### src/rtl/freelist.sv
// rtl/freelist.sv - physical register free list with in-order multi-lane allocation
package sys_defs;
    parameter int N                = 3;
    parameter int PHYS_REG_SZ_R10K = 64;
    parameter int ARCH_REG_SZ      = 32;
    localparam int PHYS_TAG_W      = $clog2(PHYS_REG_SZ_R10K);
    localparam int FREE_CNT_W      = $clog2(PHYS_REG_SZ_R10K + 1);
    typedef logic [PHYS_TAG_W-1:0] PHYS_TAG;
endpackage

module freelist
    import sys_defs::*;
(
    input  logic                        clock,
    input  logic                        reset_n,
    input  logic [N-1:0]                alloc_req,
    output logic [N-1:0]                alloc_valid,
    output PHYS_TAG                     alloc_tags [N],
    input  logic [PHYS_REG_SZ_R10K-1:0] free_mask,
    input  logic                        mispredict,
    input  logic [PHYS_REG_SZ_R10K-1:0] restore_mask,
    output logic [FREE_CNT_W-1:0]       free_count,
    output logic [PHYS_REG_SZ_R10K-1:0] avail_mask
);
    localparam logic [PHYS_REG_SZ_R10K-1:0] RESET_AVAIL =
        {{(PHYS_REG_SZ_R10K-ARCH_REG_SZ){1'b1}}, {ARCH_REG_SZ{1'b0}}};
    localparam logic [FREE_CNT_W-1:0] RESET_COUNT =
        FREE_CNT_W'(PHYS_REG_SZ_R10K - ARCH_REG_SZ);

    logic [PHYS_REG_SZ_R10K-1:0] avail;
    logic [FREE_CNT_W-1:0]       count;
    logic [PHYS_REG_SZ_R10K-1:0] remaining;
    logic [PHYS_REG_SZ_R10K-1:0] granted;
    logic [PHYS_REG_SZ_R10K-1:0] next_avail;
    logic [FREE_CNT_W-1:0]       next_count;
    logic                        found;

    // Each lane scans what lower lanes left behind; tag 0 is never offered.
    always_comb begin
        remaining    = avail;
        remaining[0] = 1'b0;
        granted      = '0;
        alloc_valid  = '0;
        found        = 1'b0;
        for (int i = 0; i < N; i++) begin
            alloc_tags[i] = '0;
        end
        if (reset_n) begin
            for (int i = 0; i < N; i++) begin
                found = 1'b0;
                if (alloc_req[i]) begin
                    for (int t = 1; t < PHYS_REG_SZ_R10K; t++) begin
                        if (!found && remaining[t]) begin
                            found          = 1'b1;
                            alloc_valid[i] = 1'b1;
                            alloc_tags[i]  = PHYS_TAG'(t);
                            remaining[t]   = 1'b0;
                            granted[t]     = 1'b1;
                        end
                    end
                end
            end
        end
    end

    always_comb begin
        if (mispredict) begin
            next_avail = restore_mask;
        end else begin
            next_avail = (avail & ~granted) | free_mask;
        end
        next_avail[0] = 1'b0;
        next_count    = '0;
        for (int t = 0; t < PHYS_REG_SZ_R10K; t++) begin
            next_count = next_count + FREE_CNT_W'(next_avail[t]);
        end
    end

    always_ff @(posedge clock or negedge reset_n) begin
        if (!reset_n) begin
            avail <= RESET_AVAIL;
            count <= RESET_COUNT;
        end else begin
            avail <= next_avail;
            count <= next_count;
        end
    end

    assign free_count = count;
    assign avail_mask = avail;
endmodule

### config.mk
export PLATFORM = sky130hd
export DESIGN_NAME = freelist
export DESIGN_NICKNAME = d
export VERILOG_FILES = /design/src/rtl/freelist.sv
export SDC_FILE = /design/constraint.sdc
export NUM_CORES = 1
export LEC_CHECK = 0
export ABC_CLOCK_PERIOD_IN_PS = 14020
export BUFFER_PORTS_ARGS = -buffer_cell sky130_fd_sc_hd__buf_4
export CAP_MARGIN = 25
export CORE_ASPECT_RATIO = 1.4
export CORE_MARGIN = 3
export CORE_UTILIZATION = 30
export CTS_BUF_LIST = sky130_fd_sc_hd__clkbuf_4
export CTS_CLUSTER_DIAMETER = 80
export DETAILED_ROUTE_END_ITERATION = 16
export HOLD_SLACK_MARGIN = 0.15
export PLACE_DENSITY = 0.56
export SYNTH_ARGS = -nofsm -noshare
export SYNTH_HDL_FRONTEND = slang
export SYNTH_SLANG_ARGS = --single-unit
### constraint.sdc
create_clock -name clock -period 14.02 [get_ports clock]
set_input_delay 2.804 -clock clock [delete_from_list [all_inputs] [get_ports clock]]
set_output_delay 2.804 -clock clock [all_outputs]
set_load 0.005 [all_outputs]
==> run summary <==
Pwr/cell area = 193 nW/um^2
Chip Height = 242 um
Async set-reset flop share out of synthesis = 100%
# IOs = 226
R2R cell count = 32
DP Wirelength = 53,000 um
Fill count = 4,292
Crit path max-delay family = adder cells
Initial drt markers = 1,483
Hold path cells = 2
Hold Path Origin = avail_mask[58]
Setup total negative slack = 0 ps
Rel. slew slack = 25.5%
Main flop type after synthesis = dfrtp_1
Final hold slack = 653 ps
Placed Area = 14,300 um^2
Top layer in use = met4
Drc violations = 0
Critical Path Most Common Cell = fa_1
CTS tree = yes
Register area share after synthesis = 15.0%
Commonest non-fill, non-tap cell in the layout = buf_4
Share of layout cells above drive strength 1 = 21.7%
Met1 wire length = 24,700 um
F_max = 78.0 MHz
Final hold vios = 0
Hold Crit Class = register to register
Final WL = 65,700 um
Fin crit share = 91.4%
Mapped Cells = 1,711
Core area = 38,900 um^2
Max VDD drop = 674 uV
RSZ-0062 raised after global routing = no
Total CTS buffers = 9
Later-pin clock latency in the skew report = 560 ps
Post-synth top area share = 8.88%
Crit path DAT = 13,280 ps
Clk root buf = clkbuf_4
Design Area, Final = 14,500 um^2
First-pass GRT wire length = 95,500 um
H-tree depth = 3
RR Startpoint = avail_mask[24]
Metal2 WL = 32,300 um
Commonest non-fill, non-tap cells in the layout = buf_4, nand2_1, nor2_1
Vias in the first global route = 14,300
Number of synthesized flops with an enable pin = 0
#FFs+latches synth = 70
Clock sink count = 70
Yosys cell types = 101
Post-Syn Area = 11,900 um^2
Startpoint types = primary input
CTS resizes = 0
Worst path bufs/invs = 7
GP Congestion = 0.994
Worst path max stage delay = 730 ps
Max_cap viols = 0
Post-CTS Setup Bufs = 0
Pin count of the biggest net entering global routing = 59
CP endpoint kind = register
Metal3 WL = 4130 um
CP startpoint = alloc_req[0]
Synth Area per Inst = 6.98 um^2
Critical R2R Capture = free_count[6]
Total track usage = 29.9%
Syn_nets = 1,913
Area of the multi-input gates = 9160 um^2
Status = completed
Die width = 175 um
GRT overflow = 0
Worst Path Required = 14,480 ps
Post-DR vias/cell = 6.14
Initial Util = 30.7%
Worst-case clock buffer depth = 2
Fin util = 37.2%
Area delta synth->final = 21.2%
Warnings from Yosys = 0
Layout Skew = 23.9 ps
Drt first pass iters = 6
Slowest CP cell = or4_1
CTS Hold Bufs = 0
Reg area = 1790 um^2
Worst reg2reg setup slack = 2370 ps
Final worst setup slack = 1200 ps
Max-slew violations = 0
Ranking of synthesized cells by area = fa_1, dfrtp_1, dfstp_2
Via count = 14,900
Antenna violations before repair = 3
Die ar. = 42,300 um^2
Place WS = 736 ps
Cell taking the most area after synthesis = fa_1
Worst Tran Pin Value = 1090 ps
Final nets = 2,097
Largest fanout on the critical path = 11
# rows = 85
DRT antenna net count = 0
Critical path type = primary input to register
PortBufs = 222
Drt wl/cell = 27.1 um
Hold EP = avail_mask[58]
Clk slew on worst S/H paths = 140 ps
Fin crit period = 12,820 ps
Leak = 5.62 nW
Setup-failing EPs final = 0
-- worst max-delay path by stage --
| stage | endpoint | cells after the start | slack, ps |
|---|---|---|---|
| 4_1_cts | free_count[6] | 33 | 1330 |
| 2_1_floorplan | free_count[6] | 37 | 1550 |
| 6_report | free_count[6] | 33 | 1200 |
| 3_5_place_dp | free_count[6] | 33 | 740 |
| 3_3_place_gp | free_count[6] | 33 | 710 |
| 5_1_grt | free_count[6] | 35 | 830 |
-- per-layer routing --
layer  track usage [%]  vias to the layer above
met5                 0                        -
met4              17.3                        0
met3              3.86                      181
met2              52.0                      776
met1              35.3                     7267
li1                  -                     6674
-- synthesized netlist by cell type, types with 21 or more instances --
cell      count
nand2_1     193
nor2_1      157
a21oi_1     143
inv_1       124
o21ai_0     117
clkbuf_1     99
nor3_1       66
fa_1         53
a31oi_1      37
dfrtp_1      37
nand3_1      35
a211oi_1     34
nor4_1       34
dfstp_2      33
nand4_1      27
maj3_1       23
o21a_1       23
o31ai_1      21
or3_1        21
-- stage by stage --
stage                     power, mW  cells
after floorplan                1.99   1711
after global placement         2.62   2406
after detailed placement       2.66   2406
after CTS                      2.82   2422
after global routing           3.10   2425
final                          2.79   2425
-- layout make-up --
cell class / instances / share of cell area (%)
Antenna cell: 3 / 0.0519
Clock buffer: 9 / 0.467
Clock inverter: 7 / 0.424
Inverter: 129 / 3.35
Multi-Input combinational cell: 1387 / 63.3
Sequential cell: 70 / 12.4
Tap cell: 522 / 4.51
Timing Repair Buffer: 298 / 15.5
-- registers in the layout (all words and copies together), names as in the netlist --
register and count:
avail_mask 63, free_count 7
-- cell families after synthesis --
kind of cell               Yosys count  synth area share (%)
AOI/OAI and AO/OA                  582                  32.6
xor gates and xnor gates            25                  1.83
adders and majority gates           91                  12.4
buffers and inverters              254                  8.31
DFF                                 70                  15.0
muxes                               11                  1.03
other                                1                0.0314
and+or+nand+nor                    677                  28.9
-- report_power, final --
part | total (mW) | switching [mW] | internal, mW
registers | 0.353 | 0.0648 | 0.288
logic | 2.30 | 1.21 | 1.09
clock network | 0.139 | 0.0997 | 0.0393
total | 2.79 | 1.37 | 1.42
-- worst register-to-register path, delay by kind of cell (launching register included) --
kind / cells / cell delay (ps)
AO/OA/AOI/OAI: 8 / 2240
adder cells (fa/ha/maj): 9 / 4180
buffers and inverters: 6 / 710
flip-flops: 1 / 580
AND/OR/NAND/NOR: 9 / 3860
Note: power is estimated with default switching activity, not from simulation.
